### src/rtl/dmem_port_arbiter.sv
// ---------------------------------------------------------------------------
// dmem_port_arbiter
//   Shares one synchronous single-port data SRAM between the CPU stage-2
//   load/store path and the debug/loader port. One access is issued per
//   cycle. The CPU normally has priority. A wait counter bounds how long the
//   debug port can be starved. While the CPU is halted, the debug port owns
//   the memory outright. Read data comes back one cycle after the grant and is
//   steered to whichever port issued the read.
//
// Ports
//   clk, reset            rising-edge clock, asynchronous active-low reset
//   cpu_halted            debug port gets absolute priority
//   cpu_req/we/addr/wdata CPU request (held until cpu_gnt)
//   cpu_gnt, cpu_stall    CPU issue this cycle / pipeline freeze (comb.)
//   cpu_rvalid, cpu_rdata CPU load return
//   dbg_req/we/addr/wdata debug request (held until dbg_gnt)
//   dbg_gnt               debug issue this cycle (comb.)
//   dbg_rvalid, dbg_rdata debug read return
//   mem_en/we/addr/wdata  SRAM command, driven by the winner, zero when idle
//   mem_rdata             SRAM read data, valid the cycle after a read
// ---------------------------------------------------------------------------
module dmem_port_arbiter #(
  parameter int AW           = 16,
  parameter int DW           = 16,
  parameter int STARVE_LIMIT = 4
) (
  input  logic          clk,
  input  logic          reset,
  input  logic          cpu_halted,
  input  logic          cpu_req,
  input  logic          cpu_we,
  input  logic [AW-1:0] cpu_addr,
  input  logic [DW-1:0] cpu_wdata,
  output logic          cpu_gnt,
  output logic          cpu_stall,
  output logic          cpu_rvalid,
  output logic [DW-1:0] cpu_rdata,
  input  logic          dbg_req,
  input  logic          dbg_we,
  input  logic [AW-1:0] dbg_addr,
  input  logic [DW-1:0] dbg_wdata,
  output logic          dbg_gnt,
  output logic          dbg_rvalid,
  output logic [DW-1:0] dbg_rdata,
  output logic          mem_en,
  output logic          mem_we,
  output logic [AW-1:0] mem_addr,
  output logic [DW-1:0] mem_wdata,
  input  logic [DW-1:0] mem_rdata
);

  localparam int CW = $clog2(STARVE_LIMIT + 1);
  localparam logic [CW-1:0] LIMIT = CW'(STARVE_LIMIT);

  typedef enum logic {CPU_PRI, DBG_FORCE} state_t;
  typedef enum logic [1:0] {OWN_NONE, OWN_CPU, OWN_DBG} owner_t;

  state_t        state;
  logic [CW-1:0] starve_cnt;
  owner_t        rd_owner;
  logic [DW-1:0] cpu_rdata_hold;
  logic [DW-1:0] dbg_rdata_hold;

  // Grant selection. In DBG_FORCE the CPU is held off for one cycle, even
  // when the debug request has been withdrawn. Grants are also forced low
  // while reset is held.
  always_comb begin
    cpu_gnt = 1'b0;
    dbg_gnt = 1'b0;
    if (reset) begin
      if (cpu_halted || state == DBG_FORCE) begin
        dbg_gnt = dbg_req;
      end else begin
        cpu_gnt = cpu_req;
        dbg_gnt = dbg_req & ~cpu_req;
      end
    end
  end

  assign cpu_stall = cpu_req & ~cpu_gnt;
  assign mem_en    = cpu_gnt | dbg_gnt;

  always_comb begin
    mem_we    = 1'b0;
    mem_addr  = '0;
    mem_wdata = '0;
    if (cpu_gnt) begin
      mem_we    = cpu_we;
      mem_addr  = cpu_addr;
      mem_wdata = cpu_wdata;
    end else if (dbg_gnt) begin
      mem_we    = dbg_we;
      mem_addr  = dbg_addr;
      mem_wdata = dbg_wdata;
    end
  end

  always_ff @(posedge clk or negedge reset) begin
    if (!reset) begin
      state          <= CPU_PRI;
      starve_cnt     <= '0;
      rd_owner       <= OWN_NONE;
      cpu_rdata_hold <= '0;
      dbg_rdata_hold <= '0;
    end else begin
      // DBG_FORCE lasts exactly one cycle, whether or not debug is granted.
      if (cpu_halted || state == DBG_FORCE) begin
        state      <= CPU_PRI;
        starve_cnt <= '0;
      end else if (dbg_req && !dbg_gnt) begin
        if (starve_cnt >= LIMIT - CW'(1)) begin
          starve_cnt <= LIMIT;
          state      <= DBG_FORCE;
        end else begin
          starve_cnt <= starve_cnt + CW'(1);
        end
      end else begin
        starve_cnt <= '0;
      end

      if (cpu_gnt && !cpu_we)      rd_owner <= OWN_CPU;
      else if (dbg_gnt && !dbg_we) rd_owner <= OWN_DBG;
      else                         rd_owner <= OWN_NONE;

      // Keep the last delivered word so each rdata port holds its value
      // while the other owner is being served.
      if (rd_owner == OWN_CPU) cpu_rdata_hold <= mem_rdata;
      if (rd_owner == OWN_DBG) dbg_rdata_hold <= mem_rdata;
    end
  end

  // The SRAM output register supplies the data in the cycle after the grant.
  // It is passed straight through to the owner in that cycle.
  assign cpu_rvalid = (rd_owner == OWN_CPU);
  assign dbg_rvalid = (rd_owner == OWN_DBG);
  assign cpu_rdata  = cpu_rvalid ? mem_rdata : cpu_rdata_hold;
  assign dbg_rdata  = dbg_rvalid ? mem_rdata : dbg_rdata_hold;

endmodule

### config.mk
export PLATFORM = sky130hd
export DESIGN_NAME = dmem_port_arbiter
export DESIGN_NICKNAME = d
export VERILOG_FILES = /design/src/rtl/dmem_port_arbiter.sv
export SDC_FILE = /design/constraint.sdc
export NUM_CORES = 1
export LEC_CHECK = 0
export BUFFER_PORTS_ARGS = -buffer_cell sky130_fd_sc_hd__buf_4
export CAP_MARGIN = 20
export CORE_UTILIZATION = 38
export DETAILED_ROUTE_END_ITERATION = 8
export MAX_ROUTING_LAYER = met4
export PLACE_DENSITY = 0.82
export SLEW_MARGIN = 0
export SYNTH_ARGS = -nofsm -noshare
export SYNTH_HDL_FRONTEND = slang
export SYNTH_SLANG_ARGS = --single-unit
### constraint.sdc
create_clock -name clk -period 1.5 [get_ports clk]
set_input_delay 0.075 -clock clk [delete_from_list [all_inputs] [get_ports clk]]
set_output_delay 0.075 -clock clk [all_outputs]
set_load 0.02 [all_outputs]
==> results of run 1 <==
-- power by group --
group | switching [W] | total [W] | internal (W)
combinational | 0.000849 | 0.00195 | 0.00110
sequential | 0.0000774 | 0.00131 | 0.00123
clock | 0.000340 | 0.000694 | 0.000354
-- final timing paths --
check | end | cells past startpoint | slack (ps)
max | mem_wdata[3] | 6 | -260
min | dbg_rdata_hold[1]$_DFF_PN0_ | 2 | 40
max reg2reg | cpu_rdata_hold[4]$_DFF_PN0_ | 6 | 0
min reg2reg | starve_cnt[0]$_DFF_PN0_ | 1 | 490
max in group asynchronous | starve_cnt[1]$_DFF_PN0_ | 3 | 840
min in group asynchronous | dbg_rdata_hold[4]$_DFF_PN0_ | 3 | 380
-- cell families after synthesis --
| family | count (synthesis) |
|---|---|
| DFF | 38 |
| AOI/OAI and AO/OA | 35 |
| buffers and inverters | 13 |
| muxes | 32 |
| and+or+nand+nor | 17 |
| adders and majority gates | 2 |
-- state kept, by name (all words and copies together) (netlist names) --
register	cells
cpu_rdata_hold	16
dbg_rdata_hold	16
starve_cnt	3
rd_owner	2
state	1
-- final cells by class --
cell class	count	area (sq um)	area share (%)
clock buffer	6	82.6	2.10
inverter	3	23.8	0.604
multi-input combinational	86	982	25.0
sequential	38	951	24.2
tap	52	65.1	1.65
timing repair buffer	185	1770	45.0
timing repair inverter	4	57.6	1.46
-- timing repair --
action	CTS	global route
hold buffers	3	0
cloned	6	2
endpoints found under the setup margin	67	72
gates resized for setup	104	29
hold endpoints to repair	40	0
pin swaps	9	6
setup buffers	9	7
-- stage by stage --
| step | setup TNS (ps) | util, % | std cells |
|---|---|---|---|
| 2_1_floorplan | 0 | - | 137 |
| 3_3_place_gp | 0 | 67.9 | 341 |
| 3_5_place_dp | 0 | 67.9 | 341 |
| 4_1_cts | -9670 | 83.3 | 365 |
| 5_1_grt | -16700 | 87.3 | 374 |
| 6_report | -12340 | 87.3 | 374 |
-- routing by layer --
| layer | GRT usage, % | wire length, um | vias up |
|---|---|---|---|
| li1 | - | - | 884 |
| met1 | 37.1 | 3250 | 1037 |
| met2 | 46.7 | 4600 | 125 |
| met3 | 7.88 | 739 | 29 |
| met4 | 8.50 | 248 | 0 |
| met5 | - | 0 | - |
-- worst reg2reg max path: cells and delay by family (launching register included) --
kind | cells | cell delay [ps]
buffers and inverters | 4 | 510
flip-flops | 1 | 360
multiplexers | 1 | 330
AND/OR/NAND/NOR | 1 | 200
-- layout by cell type (no fill, tap or decap), types with 2 or more instances in the layout --
| cell type | instances |
|---|---|
| buf_16 | 2 |
| clkinv_8 | 4 |
| nand2_1 | 3 |
| ha_1 | 2 |
| buf_6 | 76 |
| buf_12 | 2 |
| nor2_1 | 4 |
| inv_1 | 2 |
| mux2_4 | 32 |
| dlygate4sd3_1 | 3 |
| dfrtp_1 | 38 |
| a22o_4 | 4 |
| buf_4 | 100 |
| clkbuf_8 | 6 |
| a22o_1 | 29 |
==> metrics.md, run 1 <==
| Metric | Value |
|---|---|
| Pre-CTS setup slack | `between 40 and 50 ps` |
| Total GRT Usage | `29.4%` |
| Slew @ Worst Pin | `352 ps` |
| Area delta synth->final | `114%` |
| Min-delay src | `mem_rdata[1]` |
| Failing checks | `setup timing` |
| Worst Hold Class | `in -> reg` |
| Worst VDD drop | `0.000826 V` |
| Post-synthesis compound-gate area fraction | `16.4%` |
| Required time worst endpoint | `roughly 1400 ps` |
| WL per Instance | `~24 um` |
| CTS clk-pin slew, worst paths | `80 ps` |
| Most frequent cell after synthesis | `dfrtp_1` |
| GRT overflow | `0` |
| PortBufs | `157` |
| CP top delay family | `buffers and inverters` |
| Relative slew slack | `76.5%` |
| Critical path class | `reg -> out` |
| Pin count of the biggest net entering global routing | `40` |
| Fill cells | `193` |
| Largest family of logic cells by synthesized area | `multiplexers` |
| # setup viols final | `a little under 70` |
| Vias in the first global route | `1909` |
| Initial antenna violation count | `0` |
| Synth Register Bits | `38` |
| Antenna diodes | `0` |
| Final Instance Area | `3930 sq um` |
| Top achievable clock speed | `567 MHz` |
| Reg-to-reg startpoint | `rd_owner[0]$_DFF_PN0_` |
| HPWL Detailed | `4.85 mm` |
| Io pins | `158` |
| Via density | `5.55` |
| Clk_skew | `about 14 ps` |
| Starting Density | `40.7%` |
| Crit path DAT | `1690 ps` |
| Crit path buf inv count | `3` |
| Post-synthesis average cell area | `13.4 sq um` |
| Asr flop ratio synth | `100%` |
| Post-DRT Antenna Nets | `0` |
| Synth Flop Type | `dfrtp_1` |
| Synth top area share | `51.8%` |
| Die Height | `slightly above 70 um` |
| Area after DPL | `3060 sq um` |
| Hold Violations, Final | `0` |
| Max cap viols | `0` |
| Final Cycle Share | `118%` |
| CTS root buf | `clkbuf_8` |
| DRC Markers | `0` |
| # nets final | `412` |
| H-Tree Depth | `2` |
| Post-Syn Instances | `137` |
| Final setup margin | `-264 ps` |
| Adder-Cell Fraction of Synth Area | `~1.4%` |
| CP cell instances | `nor3b_4, buf_4, nor2_4, buf_12, a22o_1, buf_6` |
| Lkg Pwr | `2.05 nW` |
| Die area | `5110 sq um` |
| Critical path's largest stage delay | `410 ps` |
| Largest cells by area after synthesis | `dfrtp_1 (52%), mux2_2 (20%), a22o_1 (16%)` |
| Gp weighted congestion | `0.811` |
| PD cells | `1010 nW/um^2` |
| Synth Area in XOR/XNOR | `0%` |
| Slowest CP cell | `dfrtp_1` |
| Outcome | `complete, but fails checks` |
| Simple-Gate Fraction of Synth Area | `5.39%` |
| Total CTS buffers | `5` |
| Worst setup path startpoint | `state$_DFFE_PN0P_` |
| Synth warn | `0` |
| Most frequent cells after synthesis | `dfrtp_1 (38), a22o_1 (33), mux2_2 (32)` |
| Mux cell area share after synthesis | `19.6%` |
| Slew Limit Fails | `0` |
| CTS sink count | `38` |
| First-pass GRT wire length | `around 11 mm` |
| Biggest area consumer among synthesized cells | `dfrtp_1` |
| CTS tree | `done` |
| Syn nets | `around 230` |
| Core box area | `4500 sq um` |
| Die width | `between 70 and 80 um` |
| Insertion delay to the later sink of the worst-skew pair | `300 ps` |
| Std cell rows | `24` |
| Crit path launch type | `flip-flop` |
| WHS | `41.1 ps` |
| CTS Buffer Depth | `2` |
| Sequential share of the synthesized area | `51.8%` |
| Post-layout min period | `1760 ps` |
| Unrepaired setup endpoints after global routing | `yes` |
| Worst Setup End Kind | `output port` |
| Layout cell share with drive strength beyond 1 | `73.3%` |
| Number of synthesized flops with an enable pin | `0` |
| Final wirelength | `8.83 mm` |
| Via count | `2075` |
| Pwr Total | `0.00395 W` |
| Netlist Area Pre-Place | `about 1800 sq um` |
| Number of DRC markers in iteration 0 | `~130` |
| Count of cell types in the netlist | `21` |
| First-pass DRT Iterations | `4` |
| Critical-path maximum fanout | `17` |
Note: power is estimated with default switching activity, not from simulation.
==> run 2: changes to the inputs <==
CELL_PAD_IN_SITES_DETAIL_PLACEMENT = 1   (was unset)
CELL_PAD_IN_SITES_GLOBAL_PLACEMENT = 2   (was unset)
CORE_MARGIN = 4   (was unset)
CORE_UTILIZATION = 21   (was 38)
==> run 2 against run 1 <==
  * Non-clock buffer count down 5
  * Via count down 8.8%
  * Core utilization down 40 points
  * Routed wire length down 2.4%
  * Largest cell class unchanged
  * First-iteration DRC count down 80%
  * The run still ends with setup timing left
==> metrics.md, run 2 (synthesis gave the netlist of run 1 again) <==
| Metric | Value |
|---|---|
| Comb power frac | `48.5% (-0.9 points)` |
| Gp weighted congestion | `0.792 (-2.4%)` |
| # nets final | `409 (-0.73%)` |
| Lkg Pwr | `2.03 nW (-0.87%)` |
| H-Tree Depth | `2 (unchanged)` |
| Sw power | `0.00119 W (-5.8%)` |
| Crit path launch type | `flip-flop` |
| Die Height | `101 um (+42%)` |
| Std cell rows | `33 (+38%)` |
| PD cells | `960 nW/um^2 (-4.5%)` |
| Worst Hold Class | `in -> reg` |
| Worst Hold End | `dbg_rdata_hold[8]$_DFF_PN0_` |
| Min-delay src | `mem_rdata[8]` |
| Unrepaired setup endpoints after global routing | `yes` |
| Slew @ Worst Pin | `477 ps (+124 ps)` |
| Switching share of power | `31.2% (-0.80 points)` |
| CP most frequent cell | `buf_6` |
| Required time worst endpoint | `1420 ps (about the same)` |
| Most frequent cells in the layout | `buf_4 (99), buf_6 (69), dfrtp_1 (38)` |
| CP cell instances | `nor2b_4, buf_6, clkbuf_16, mux2_4, buf_6` |
| Final Instance Area | `3980 sq um (+1.1%)` |
| Hold Violations, Final | `0 (unchanged)` |
| First-pass DRT Iterations | `4 (unchanged)` |
| # setup viols final | `65 (-5.8%)` |
| Core box area | `8340 sq um (+85%)` |
| Slew Limit Fails | `0 (unchanged)` |
| WL per Instance | `20.3 um (-14%)` |
| Worst Setup End Kind | `output port` |
| CTS sink count | `38 (unchanged)` |
| Initial antenna violation count | `0 (unchanged)` |
| Starting Density | `22.0% (-19 points)` |
| Total CTS buffers | `5 (unchanged)` |
| Final wirelength | `8.62 mm (-2.4%)` |
| Post-Route Utilization | `47.7% (-40 points)` |
| Area after DPL | `3130 sq um (+2.4%)` |
| Failing checks | `setup timing` |
| Placed cell count | `393 (+15%)` |
| CTS tree | `done` |
| Worst VDD drop | `0.000505 V (-39%)` |
| Number of DRC markers in iteration 0 | `27 (-80%)` |
| Crit path DAT | `1610 ps (-80 ps)` |
| Die area | `10300 sq um (+100%)` |
| Final Non-Filler Cells | `424 (+13%)` |
| Critical path class | `reg -> out` |
| HPWL Detailed | `5.66 mm (+17%)` |
| Most common cell after layout, fill and taps aside | `buf_4` |
| GRT overflow | `0 (unchanged)` |
| Reg-to-reg startpoint | `rd_owner[1]$_DFF_PN0_` |
| Via density | `4.46 (-20%)` |
| Antenna diodes | `0 (unchanged)` |
| Slowest CP cell | `dfrtp_1` |
| Insertion delay to the later sink of the worst-skew pair | `280 ps (-20 ps)` |
| Layout cell share with drive strength beyond 1 | `72.1% (-1.2 points)` |
| Final Cycle Share | `113% (-5.0 points)` |
| CTS root buf | `clkbuf_8` |
| Final setup margin | `-189 ps (+74.7 ps)` |
| Post-DRT Antenna Nets | `0 (unchanged)` |
| First-pass GRT wire length | `12.1 mm (+14%)` |
| Top flop regs | `cpu_rdata_hold (16), dbg_rdata_hold (16), starve_cnt (3)` |
| Part of the power in registers | `33.7% (+0.7 points)` |
| Area delta synth->final | `117%` |
| Pin count of the biggest net entering global routing | `38 (-5.0%)` |
| Cells on Worst Hold Path | `2 (unchanged)` |
| CTS Buffer Depth | `2 (unchanged)` |
| Cell Int Power | `0.00263 W (-2.3%)` |
| Die width | `101 um (+42%)` |
| Top achievable clock speed | `592 MHz (+4.4%)` |
| Vias in the first global route | `2175 (+14%)` |
| Fill cells | `918 (+380%)` |
| DRC Markers | `0 (unchanged)` |
| Post-layout min period | `1690 ps (-74.7 ps)` |
| PortBufs | `157 (unchanged)` |
| Critical path's largest stage delay | `440 ps (+30 ps)` |
| Relative slew slack | `68.2% (-8.3 points)` |
| Total GRT Usage | `15.8% (-14 points)` |
| Critical-path maximum fanout | `4 (-13)` |
| Outcome | `complete, but fails checks` |
| Critical R2R Capture | `cpu_rdata_hold[8]$_DFF_PN0_` |
| Reg2Reg Depth | `5 (-1)` |
| Io pins | `158 (unchanged)` |
| Max cap viols | `0 (unchanged)` |
| CTS clk-pin slew, worst paths | `70 ps (about the same)` |
| Flop-to-flop setup slack | `60 ps (+60 ps)` |
| Crit path buf inv count | `3 (unchanged)` |
| Via count | `1893 (-8.8%)` |
| CP top delay family | `flip-flops` |
| Clock share of power | `17.8% (+0.2 points)` |
| Clk_skew | `4.95 ps (-9.52 ps)` |
-- run 2: stage by stage --
stage                     setup TNS [ps]  hold WS, ps  worst slack (ps)  total power, W
final                              -7550         54.4              -189         0.00382
after floorplan                        0         -221               143         0.00198
after CTS                          -8520         43.2              -192         0.00378
after global routing              -12150         41.8              -256         0.00402
after global placement                 0         -119              55.0         0.00265
after detailed placement               0         -118              26.5         0.00268
-- run 2: repair_timing --
item,CTS,global route
hold buffers,3,0
hold endpoints to repair,40,0
resized for setup,113,9
cloned,6,5
pin swaps,5,2
setup endpoints to repair,67,71
setup buffers,5,7
-- run 2: how the worst max path moves through the flow --
stage	startpoint	endpoint	slack, ps	cells past startpoint
floorplan	rd_owner[1]$_DFF_PN0_	cpu_rdata_hold[10]$_DFF_PN0_	140	4
global placement	state$_DFFE_PN0P_	mem_wdata[7]	60	5
detailed placement	state$_DFFE_PN0P_	mem_wdata[6]	30	5
CTS	state$_DFFE_PN0P_	mem_wdata[6]	-190	6
global route	state$_DFFE_PN0P_	mem_wdata[6]	-260	6
finish	rd_owner[1]$_DFF_PN0_	cpu_rdata[8]	-190	5
-- run 2: layer usage --
layer	up-vias	GRT usage, %	wire, um
li1	879	-	-
met1	953	19.0	3500
met2	48	26.7	4670
met3	13	3.72	324
met4	0	3.89	123
met5	-	-	0
-- run 2: cell type report --
cell class	instances	area (sq um)	area share, %
timing repair buffer	180	1750	43.9
inverter	3	23.8	0.598
timing repair inverter	5	73.8	1.86
sequential	38	951	23.9
clock buffer	6	82.6	2.08
multi-input combinational	87	967	24.3
tap	105	131	3.30
-- run 2: power by group through the flow --
| stage | clock network, W | logic, W | registers [W] |
|---|---|---|---|
| finish | 0.000680 | 0.00185 | 0.00129 |
| global route | 0.000760 | 0.00195 | 0.00131 |
| CTS | 0.000704 | 0.00179 | 0.00129 |
| detailed placement | 0 | 0.00139 | 0.00130 |
| global placement | 0 | 0.00137 | 0.00128 |
| floorplan | 0 | 0.000707 | 0.00128 |
==> run 3: changes to the inputs <==
--- a/config.mk
+++ b/config.mk
@@ -11,8 +11,8 @@
 export CELL_PAD_IN_SITES_GLOBAL_PLACEMENT = 2
 export CORE_MARGIN = 4
-export CORE_UTILIZATION = 21
+export CORE_UTILIZATION = 19
 export DETAILED_ROUTE_END_ITERATION = 8
 export MAX_ROUTING_LAYER = met4
-export PLACE_DENSITY = 0.82
+export PLACE_DENSITY = 0.78
 export SLEW_MARGIN = 0
 export SYNTH_ARGS = -nofsm -noshare
==> constraint.sdc (replaced) <==
create_clock -name clk -period 1.48 [get_ports clk]
set_input_delay 0.074 -clock clk [delete_from_list [all_inputs] [get_ports clk]]
set_output_delay 0.074 -clock clk [all_outputs]
set_load 0.005 [all_outputs]
==> run 3 against run 2 <==
  * The run still ends with setup timing left
  * Cell area down 4.2%
  * Setup slack better by 6.3 ps
  * Non-clock buffer count down 2
  * Combinational power down 20%
  * Routed wire length down 6.6%
==> metrics.md, run 3 (synthesis gave the netlist of run 1 again) <==
| Metric | Value |
|---|---|
| CTS Buffer Depth | `2 (unchanged)` |
| Critical path class | `reg -> out` |
| WHS | `34.3 ps (-20.1 ps)` |
| Most common cell after layout, fill and taps aside | `buf_4` |
| Std cell rows | `35 (+6.1%)` |
| Layout cell share with drive strength beyond 1 | `71.0% (-1.1 points)` |
| Worst VDD drop | `0.000361 V (-28%)` |
| Pre-CTS setup slack | `80.1 ps (+53.6 ps)` |
| Critical path's largest stage delay | `410 ps (-30 ps)` |
| DRC Markers | `0 (unchanged)` |
| Slowest CP cell | `dfrtp_1` |
| Max cap viols | `0 (unchanged)` |
| Total GRT Usage | `13.1% (-2.7 points)` |
| Unrepaired setup endpoints after global routing | `yes` |
| Crit path DAT | `1590 ps (-20 ps)` |
| GRT overflow | `0 (unchanged)` |
| Most frequent cells in the layout | `buf_4 (128), buf_6 (39), dfrtp_1 (38)` |
| Via count | `1871 (-1.2%)` |
| First-pass DRT Iterations | `4 (unchanged)` |
| Io pins | `158 (unchanged)` |
| Die Height | `106 um (+4.7%)` |
| CTS sink count | `38 (unchanged)` |
| PortBufs | `157 (unchanged)` |
| Vias in the first global route | `2109 (-3.0%)` |
| Crit path buf inv count | `3 (unchanged)` |
| Final wirelength | `8.05 mm (-6.6%)` |
| Pin count of the biggest net entering global routing | `39 (+2.6%)` |
| Required time worst endpoint | `1410 ps (about the same)` |
| Post-layout min period | `1660 ps` |
| Worst Setup End Kind | `output port` |
| Pwr Total | `0.00355 W (-7.0%)` |
| Area delta synth->final | `108%` |
| Final Cycle Share | `112%` |
| WL per Instance | `18.2 um (-11%)` |
| Fin Setup TNS | `-8470 ps (-926 ps)` |
| Post-DRT Antenna Nets | `0 (unchanged)` |
| Clk_skew | `9.79 ps (+4.84 ps)` |
| # setup viols final | `66 (+1.5%)` |
| Die width | `106 um (+4.7%)` |
| PD cells | `932 nW/um^2 (-2.9%)` |
| Final Instance Area | `3810 sq um (-4.2%)` |
| Slew Limit Fails | `0 (unchanged)` |
| CP cell instances | `nor3b_4, buf_6, nor2_4, clkbuf_16, a22o_1, buf_4` |
| CTS root buf | `clkbuf_8` |
| Core box area | `9330 sq um (+12%)` |
| CTS clk-pin slew, worst paths | `90 ps (+20 ps)` |
| Lkg Pwr | `1.95 nW (-3.9%)` |
| Total CTS buffers | `5 (unchanged)` |
| CP top delay family | `buffers and inverters` |
| First-pass GRT wire length | `11.4 mm (-5.7%)` |
| Antenna diodes | `0 (unchanged)` |
| Outcome | `complete, but fails checks` |
| Number of DRC markers in iteration 0 | `75 (+180%)` |
| Top flop regs | `cpu_rdata_hold (16), dbg_rdata_hold (16), starve_cnt (3)` |
| # nets final | `402 (-1.7%)` |
| Hold Violations, Final | `0 (unchanged)` |
| Starting Density | `19.7% (-2.3 points)` |
| Worst Hold Class | `in -> reg` |
| Top achievable clock speed | `601 MHz` |
| Gp weighted congestion | `0.719 (-9.2%)` |
| Die area | `11300 sq um (+9.7%)` |
| Via density | `4.22 (-5.4%)` |
| Crit path launch type | `flip-flop` |
| Area after DPL | `3160 sq um (+0.96%)` |
| CTS tree | `done` |
| Critical-path maximum fanout | `8 (+4)` |
| Initial antenna violation count | `0 (unchanged)` |
| Insertion delay to the later sink of the worst-skew pair | `290 ps (about the same)` |
| Failing checks | `setup timing` |
| Relative slew slack | `66.7% (-1.6 points)` |
| H-Tree Depth | `2 (unchanged)` |
| Final setup margin | `-183 ps (+6.28 ps)` |
| Slew @ Worst Pin | `500 ps (+23.3 ps)` |
-- run 3: cell type report --
class / instances / area [sq um]
Fill cell: 1024 / 5520
Timing Repair Buffer: 178 / 1620
Sequential cell: 38 / 951
Multi-Input combinational cell: 86 / 945
Tap cell: 129 / 161
Clock buffer: 6 / 82.6
Inverter: 3 / 23.8
Timing Repair inverter: 1 / 16.3
Clock inverter: 2 / 12.5
-- run 3: stage by stage --
| step | cells | util [%] |
|---|---|---|
| floorplan | 137 | - |
| global placement | 417 | 33.9 |
| detailed placement | 417 | 33.9 |
| CTS | 434 | 37.9 |
| global route | 443 | 40.8 |
| finish | 443 | 40.8 |
-- run 3: report_power, final --
group	total, W	switching [W]	internal, W
clock network	0.000765	0.000390	0.000375
registers	0.00131	0.0000642	0.00124
logic	0.00148	0.000492	0.000989
total	0.00355	0.000946	0.00261
-- run 3: path summary, 6_finish.rpt --
path / from / end / slack, ps / depth (start not counted)
setup / recovery: state$_DFFE_PN0P_ / mem_addr[0] / -180 / 6
hold reg to reg: starve_cnt[2]$_DFF_PN0_ / starve_cnt[0]$_DFF_PN0_ / 490 / 1
max in group asynchronous: reset / cpu_rdata_hold[3]$_DFF_PN0_ / 670 / 3
setup reg to reg: rd_owner[1]$_DFF_PN0_ / cpu_rdata_hold[10]$_DFF_PN0_ / 120 / 4
hold / removal: mem_rdata[2] / cpu_rdata_hold[2]$_DFF_PN0_ / 30 / 2
min in group asynchronous: reset / dbg_rdata_hold[6]$_DFF_PN0_ / 460 / 3
-- run 3: timing repair --
action / 4_1_cts / 5_1_grt
hold buffers: 3 / 0
setup endpoints to repair: 67 / 71
gates resized for setup: 45 / 36
cloned: 2 / 4
endpoints found under the hold margin: 40 / 0
setup buffers: 4 / 5
pin swaps: 2 / 0
-- run 3: layer usage --
layer / track usage (%) / share of wire (%) / wire length, um
met3: 2.06 / 4.1 / 329
met5: - / 0 / 0
met2: 23.1 / 54 / 4350
met1: 15.6 / 41 / 3310
met4: 3.42 / 0.88 / 71
